===== src/rtl/core_to_wb_master_if.sv =====
// Core data port plus Wishbone classic master signals bundled for core_to_wb_master.
// master = the bridge itself; slave = the core and Wishbone target facing it.
interface core_to_wb_master_if #(
  parameter int ADDR_W = 32
);
  logic              core_data_req_i;
  logic              core_data_gnt_o;
  logic [ADDR_W-1:0] core_data_addr_i;
  logic [3:0]        core_data_be_i;
  logic              core_data_we_i;
  logic [31:0]       core_data_wdata_i;
  logic              core_data_rvalid_o;
  logic [31:0]       core_data_rdata_o;
  logic              core_data_err_o;

  logic              wbm_cyc_o;
  logic              wbm_stb_o;
  logic              wbm_we_o;
  logic [3:0]        wbm_sel_o;
  logic [ADDR_W-1:0] wbm_adr_o;
  logic [31:0]       wbm_dat_o;
  logic [31:0]       wbm_dat_i;
  logic              wbm_ack_i;
  logic              wbm_err_i;

  modport master (
    input  core_data_req_i, core_data_addr_i, core_data_be_i, core_data_we_i,
           core_data_wdata_i, wbm_dat_i, wbm_ack_i, wbm_err_i,
    output core_data_gnt_o, core_data_rvalid_o, core_data_rdata_o, core_data_err_o,
           wbm_cyc_o, wbm_stb_o, wbm_we_o, wbm_sel_o, wbm_adr_o, wbm_dat_o
  );

  modport slave (
    output core_data_req_i, core_data_addr_i, core_data_be_i, core_data_we_i,
           core_data_wdata_i, wbm_dat_i, wbm_ack_i, wbm_err_i,
    input  core_data_gnt_o, core_data_rvalid_o, core_data_rdata_o, core_data_err_o,
           wbm_cyc_o, wbm_stb_o, wbm_we_o, wbm_sel_o, wbm_adr_o, wbm_dat_o
  );
endinterface


===== src/rtl/core_to_wb_master.sv =====
// Core load/store port to Wishbone classic master bridge, one transaction in flight.
// Optional bus watchdog enabled by defining CORE_WB_TIMEOUT_EN.
module core_to_wb_master #(
  parameter int ADDR_W         = 32,
  parameter int TIMEOUT_CYCLES = 255
) (
  input logic                 clk_i,
  input logic                 rst_ni,
  core_to_wb_master_if.master bus
);

  localparam logic [1:0] IDLE = 2'd0;
  localparam logic [1:0] BUS  = 2'd1;
  localparam logic [1:0] RESP = 2'd2;

  logic [1:0]        state;
  logic              cyc;
  logic              stb;
  logic              we;
  logic [3:0]        sel;
  logic [ADDR_W-1:0] adr;
  logic [31:0]       dat;
  logic              rvalid;
  logic [31:0]       rdata;
  logic              err;
  logic              timeout;
  logic              done;
  logic              fail;
  logic              unused_addr_lsb;

  assign unused_addr_lsb = ^bus.core_data_addr_i[1:0];

`ifdef CORE_WB_TIMEOUT_EN
  logic [15:0] tmo_cnt;

  // Fires on the TIMEOUT_CYCLES-th BUS cycle, so cyc is high exactly that many cycles.
  assign timeout = (state == BUS) && (tmo_cnt == 16'(TIMEOUT_CYCLES - 1));

  always_ff @(posedge clk_i or negedge rst_ni) begin
    if (!rst_ni) begin
      tmo_cnt <= '0;
    end else if (state != BUS) begin
      tmo_cnt <= '0;
    end else if (!bus.wbm_ack_i && !bus.wbm_err_i) begin
      tmo_cnt <= tmo_cnt + 16'd1;
    end
  end
`else
  assign timeout = 1'b0;
`endif

  assign done = bus.wbm_err_i || bus.wbm_ack_i || timeout;
  // Any termination other than a clean ack (err_i, or watchdog) reports an error.
  assign fail = bus.wbm_err_i || !bus.wbm_ack_i;

  assign bus.core_data_gnt_o    = (state == IDLE) && bus.core_data_req_i;
  assign bus.core_data_rvalid_o = rvalid;
  assign bus.core_data_rdata_o  = rdata;
  assign bus.core_data_err_o    = err;
  assign bus.wbm_cyc_o          = cyc;
  assign bus.wbm_stb_o          = stb;
  assign bus.wbm_we_o           = we;
  assign bus.wbm_sel_o          = sel;
  assign bus.wbm_adr_o          = adr;
  assign bus.wbm_dat_o          = dat;

  always_ff @(posedge clk_i or negedge rst_ni) begin
    if (!rst_ni) begin
      state  <= IDLE;
      cyc    <= 1'b0;
      stb    <= 1'b0;
      we     <= 1'b0;
      sel    <= '0;
      adr    <= '0;
      dat    <= '0;
      rvalid <= 1'b0;
      rdata  <= '0;
      err    <= 1'b0;
    end else begin
      rvalid <= 1'b0;
      case (state)
        IDLE: begin
          if (bus.core_data_req_i) begin
            adr   <= {bus.core_data_addr_i[ADDR_W-1:2], 2'b00};
            sel   <= bus.core_data_be_i;
            we    <= bus.core_data_we_i;
            dat   <= bus.core_data_wdata_i;
            cyc   <= 1'b1;
            stb   <= 1'b1;
            state <= BUS;
          end
        end
        BUS: begin
          if (done) begin
            cyc    <= 1'b0;
            stb    <= 1'b0;
            rvalid <= 1'b1;
            err    <= fail;
            rdata  <= (fail || we) ? 32'd0 : bus.wbm_dat_i;
            state  <= RESP;
          end
        end
        RESP:    state <= IDLE;
        default: state <= IDLE;
      endcase
    end
  end

endmodule


===== src/flat_wrapper.sv =====
// flat-port wrapper written by rule: the top's interface ports become plain ports
module core_to_wb_master_flat 
#(
  parameter int ADDR_W         = 32,
  parameter int TIMEOUT_CYCLES = 255
)
  (clk_i, rst_ni, bus_core_data_req_i, bus_core_data_addr_i, bus_core_data_be_i, bus_core_data_we_i, bus_core_data_wdata_i, bus_wbm_dat_i, bus_wbm_ack_i, bus_wbm_err_i, bus_core_data_gnt_o, bus_core_data_rvalid_o, bus_core_data_rdata_o, bus_core_data_err_o, bus_wbm_cyc_o, bus_wbm_stb_o, bus_wbm_we_o, bus_wbm_sel_o, bus_wbm_adr_o, bus_wbm_dat_o);
  core_to_wb_master_if #(.ADDR_W(ADDR_W)) bus_i ();
  input logic clk_i;
  input logic rst_ni;
  input wire logic [$bits(bus_i.core_data_req_i)-1:0] bus_core_data_req_i;
  input wire logic [$bits(bus_i.core_data_addr_i)-1:0] bus_core_data_addr_i;
  input wire logic [$bits(bus_i.core_data_be_i)-1:0] bus_core_data_be_i;
  input wire logic [$bits(bus_i.core_data_we_i)-1:0] bus_core_data_we_i;
  input wire logic [$bits(bus_i.core_data_wdata_i)-1:0] bus_core_data_wdata_i;
  input wire logic [$bits(bus_i.wbm_dat_i)-1:0] bus_wbm_dat_i;
  input wire logic [$bits(bus_i.wbm_ack_i)-1:0] bus_wbm_ack_i;
  input wire logic [$bits(bus_i.wbm_err_i)-1:0] bus_wbm_err_i;
  output wire logic [$bits(bus_i.core_data_gnt_o)-1:0] bus_core_data_gnt_o;
  output wire logic [$bits(bus_i.core_data_rvalid_o)-1:0] bus_core_data_rvalid_o;
  output wire logic [$bits(bus_i.core_data_rdata_o)-1:0] bus_core_data_rdata_o;
  output wire logic [$bits(bus_i.core_data_err_o)-1:0] bus_core_data_err_o;
  output wire logic [$bits(bus_i.wbm_cyc_o)-1:0] bus_wbm_cyc_o;
  output wire logic [$bits(bus_i.wbm_stb_o)-1:0] bus_wbm_stb_o;
  output wire logic [$bits(bus_i.wbm_we_o)-1:0] bus_wbm_we_o;
  output wire logic [$bits(bus_i.wbm_sel_o)-1:0] bus_wbm_sel_o;
  output wire logic [$bits(bus_i.wbm_adr_o)-1:0] bus_wbm_adr_o;
  output wire logic [$bits(bus_i.wbm_dat_o)-1:0] bus_wbm_dat_o;
  assign bus_i.core_data_req_i = bus_core_data_req_i;
  assign bus_i.core_data_addr_i = bus_core_data_addr_i;
  assign bus_i.core_data_be_i = bus_core_data_be_i;
  assign bus_i.core_data_we_i = bus_core_data_we_i;
  assign bus_i.core_data_wdata_i = bus_core_data_wdata_i;
  assign bus_i.wbm_dat_i = bus_wbm_dat_i;
  assign bus_i.wbm_ack_i = bus_wbm_ack_i;
  assign bus_i.wbm_err_i = bus_wbm_err_i;
  assign bus_core_data_gnt_o = bus_i.core_data_gnt_o;
  assign bus_core_data_rvalid_o = bus_i.core_data_rvalid_o;
  assign bus_core_data_rdata_o = bus_i.core_data_rdata_o;
  assign bus_core_data_err_o = bus_i.core_data_err_o;
  assign bus_wbm_cyc_o = bus_i.wbm_cyc_o;
  assign bus_wbm_stb_o = bus_i.wbm_stb_o;
  assign bus_wbm_we_o = bus_i.wbm_we_o;
  assign bus_wbm_sel_o = bus_i.wbm_sel_o;
  assign bus_wbm_adr_o = bus_i.wbm_adr_o;
  assign bus_wbm_dat_o = bus_i.wbm_dat_o;
  core_to_wb_master #(.ADDR_W(ADDR_W), .TIMEOUT_CYCLES(TIMEOUT_CYCLES)) u_core (.clk_i(clk_i), .rst_ni(rst_ni), .bus(bus_i));
endmodule

===== config.mk =====
export PLATFORM = sky130hd
export DESIGN_NAME = core_to_wb_master_flat
export DESIGN_NICKNAME = d
export VERILOG_FILES = /design/src/rtl/core_to_wb_master_if.sv /design/src/rtl/core_to_wb_master.sv /design/src/flat_wrapper.sv
export SDC_FILE = /design/constraint.sdc
export NUM_CORES = 1
export LEC_CHECK = 0
export ABC_AREA = 0
export CAP_MARGIN = 30
export CORE_UTILIZATION = 40
export CTS_BUF_LIST = sky130_fd_sc_hd__clkbuf_8
export CTS_CLUSTER_DIAMETER = 80
export CTS_CLUSTER_SIZE = 25
export DETAILED_ROUTE_END_ITERATION = 8
export PLACE_DENSITY = 0.83
export SLEW_MARGIN = 20
export SYNTH_ARGS = -nofsm -noshare
export SYNTH_HDL_FRONTEND = slang
export SYNTH_SLANG_ARGS = --single-unit

===== constraint.sdc =====
create_clock -name clk_i -period 2.17 [get_ports clk_i]
set_clock_uncertainty 0.2 [all_clocks]
set_input_delay 0.434 -clock clk_i [delete_from_list [all_inputs] [get_ports clk_i]]
set_output_delay 0.434 -clock clk_i [all_outputs]
set_load 0.05 [all_outputs]

==> out/metrics.yaml <==
synth_edf_count: 0
crit_required_ns: 1.54
drt_iter0_drc: 32
nets: 553
cap_violations: 0
clock.fmax_ghz: 0.475
met2_usage_pct: 33.2
synth_common_cells: "dfrtp_1 (104), mux2_2 (57), a22o_1 (33), buf_2 (11), mux2_1 (10)"
coreArea_um2: 9240
cp_slowest_cell: "clkdlybuf4s50_1"
cpPeakStageDelay_ns: 0.81
crit_path_max_fanout: 1
crit_arrival_ns: 1.47
viasPerCell: 4.77
placed_cell_area_um2: 6120
synth_top_area_share_pct: 68.1
use_met1_pct: 22.5
fin_crit_sh_pct: 96.9
cts_root_buf: "clkbuf_8"
cts_buffer_depth: 2
max_slew.worst_pin.slew_ns: 0.535
ys_ff_latch: 104
synth_flop_cell: "dfrtp_1"
synthDominantAreaCellType: "dfrtp_1"
total_leakage_power_nw: 3.36
grt_overflow: 0
die_height_um: 99.7
cp_cell_sequence: "clkdlybuf4s50_1"
maxSlewHeadroom_pct: 64.3
antenna_left: 0
syn_area_um2: 3820
fp-row-count: 35
netlist_instances: 232
grt_use_met3_pct: 4.15
cts-buffers-inserted: 9
dp_hpwl_mm: 6.88
grt_pass1_vias: 3016
critPathLaunchType: "flop"
yosysMostFrequentCell: "dfrtp_1"
drive_gt1_share_pct: 22.8
drt_first_pass_iters: 4
yosysSeqAreaShare_pct: 68.1
antenna_cells: 0
tritoncts: "done"
drc: 0
ys_warn_count: 0
vias: 2771
async_flop_share_pct: 100
syn_to_final_growth_pct: 67.9
hold_viol: 0
clk_latency_ns: 0.33
final.setup.tns_ns: 0
die-area_um2: 9940
worst_hold_slack_ns: 0.290
critPathBufInv: 1
wire_per_inst_um: 16.1
grt_max_degree: 105
synth_area_leaders: "dfrtp_1 (68%), mux2_2 (17%), a22o_1 (7.6%)"
gr-max-usage-layer: "met2"
setup_violations: 0
fin_crit_ns: 2.10
io_buffers: 207
start_util_pct: 41.3
die_x_um: 99.7
grt_first_pass_wirelength_mm: 14.4
p_per_area_nw_per_um2: 1200
ys_types: 17
grtUsageTotal_pct: 18.8
design_area_um2: 6410
gp_congestion: 0.698
cts_num_sinks: 104
crit_family: "buffers and inverters"
outcome: "completed"
ctsHtreeMaxLevel: 3
maxSlewViolCount: 0
worstSetupEndpointType: "output pin"
postRouteWirelength_mm: 9.35
post-cts-setup-buffers: 0
hold_class: "reg -> reg"
io_pins: 212
path_clk_slew_ns: 0.09
dp_slack_ns: -0.0245
setup_ws_ns: 0.0664
irDropWorstVdd_v: 0.000565
path_class: "reg -> out"
avgSynthCellArea_um2: 16.5
antenna_found_initial: 0
[flip-flops by register name, summed over array words and instances (netlist names)]
signal and flops:
u_core.bus.core_data_err_o 1, u_core.bus.core_data_rdata_o 32, u_core.bus.core_data_rvalid_o 1, u_core.bus.wbm_adr_o 30
u_core.bus.wbm_cyc_o 1, u_core.bus.wbm_dat_o 32, u_core.bus.wbm_sel_o 4, u_core.bus.wbm_we_o 1
u_core.state 2
[what timing repair did]
| item | CTS | global route |
|---|---|---|
| resized for setup | 37 | 50 |
| hold endpoints to repair | 104 | 0 |
| cloned | 0 | 0 |
| setup endpoints to repair | 37 | 50 |
| hold buffers | 1 | 0 |
| pin swaps | 0 | 0 |
[layout make-up]
type	instances	area (um2)
sequential	104	2600
fill	676	2830
clock buffer	11	151
inverter	2	7.51
timing repair buffer	219	2300
clock inverter	5	56.3
tap	129	161
multi-input combinational	111	1130
[metal layers]
| layer | vias to the layer above | part of all wire, % |
|---|---|---|
| met4 | 0 | 1.8 |
| met3 | 17 | 6.9 |
| met1 | 1366 | 40 |
| met2 | 127 | 52 |
| met5 | - | 0 |
| li1 | 1261 | - |
[metrics by stage]
stage               total power [mW]  std cells  utilization [%]
CTS                             7.81        581             68.1
detailed placement              6.71        564             66.2
finish                          7.70        581             69.4
floorplan                       5.20        233                -
global placement                6.62        564             66.2
global route                    8.03        581             69.4
[worst paths after layout]
kind / cells past startpoint / from / slack (ns) / end
hold reg to reg: 1 / u_core.bus.wbm_dat_o[15] / 0.29 / u_core.bus.wbm_dat_o[15]
hold / removal: 1 / u_core.bus.wbm_dat_o[15] / 0.29 / u_core.bus.wbm_dat_o[15]
max in group asynchronous: 3 / rst_ni / 0.87 / u_core.bus.core_data_rdata_o[25]
setup / recovery: 1 / u_core.bus.core_data_rvalid_o / 0.07 / bus_core_data_rvalid_o
setup reg to reg: 4 / u_core.state[1] / 0.44 / u_core.bus.wbm_adr_o[15]
min in group asynchronous: 3 / rst_ni / 0.48 / u_core.bus.wbm_dat_o[3]
[cells by family (layout without fill, tap and decap cells)]
group / Yosys count / count (layout) / synth area share, %
muxes: 68 / 68 / 20.0
and+or+nand+nor: 6 / 6 / 1.15
buffers and inverters: 18 / 237 / 2.72
other: 1 / 2 / 0.0982
DFF: 104 / 104 / 68.1
AOI/OAI and AO/OA: 35 / 35 / 7.89
[report_power, final]
group | switching (mW) | internal, mW | total (mW)
registers | 0.264 | 2.45 | 2.71
clock network | 0.627 | 0.593 | 1.22
logic | 2.44 | 1.32 | 3.76
[layout by cell type (no fill, tap or decap)]
cell / Yosys / layout
dfrtp_1: 104 / 104
clkdlybuf4s50_1: 0 / 103
mux2_2: 57 / 57
dlymetal6s2s_1: 0 / 50
dlygate4sd2_1: 0 / 37
a22o_1: 33 / 33
buf_4: 4 / 20
clkbuf_8: 0 / 11
mux2_1: 10 / 10
buf_12: 0 / 8
inv_1: 2 / 3
clkinvlp_4: 0 / 3
nor2_1: 2 / 2
conb_1: 1 / 2
nor2b_1: 1 / 1
o21ai_2: 0 / 1
nor3b_4: 0 / 1
nand3b_1: 1 / 1
nor3_4: 0 / 1
mux2i_1: 1 / 1
o21a_1: 1 / 1
bufinv_16: 0 / 1
dlygate4sd3_1: 0 / 1
No activity file was read; power rests on OpenSTA's default activity.
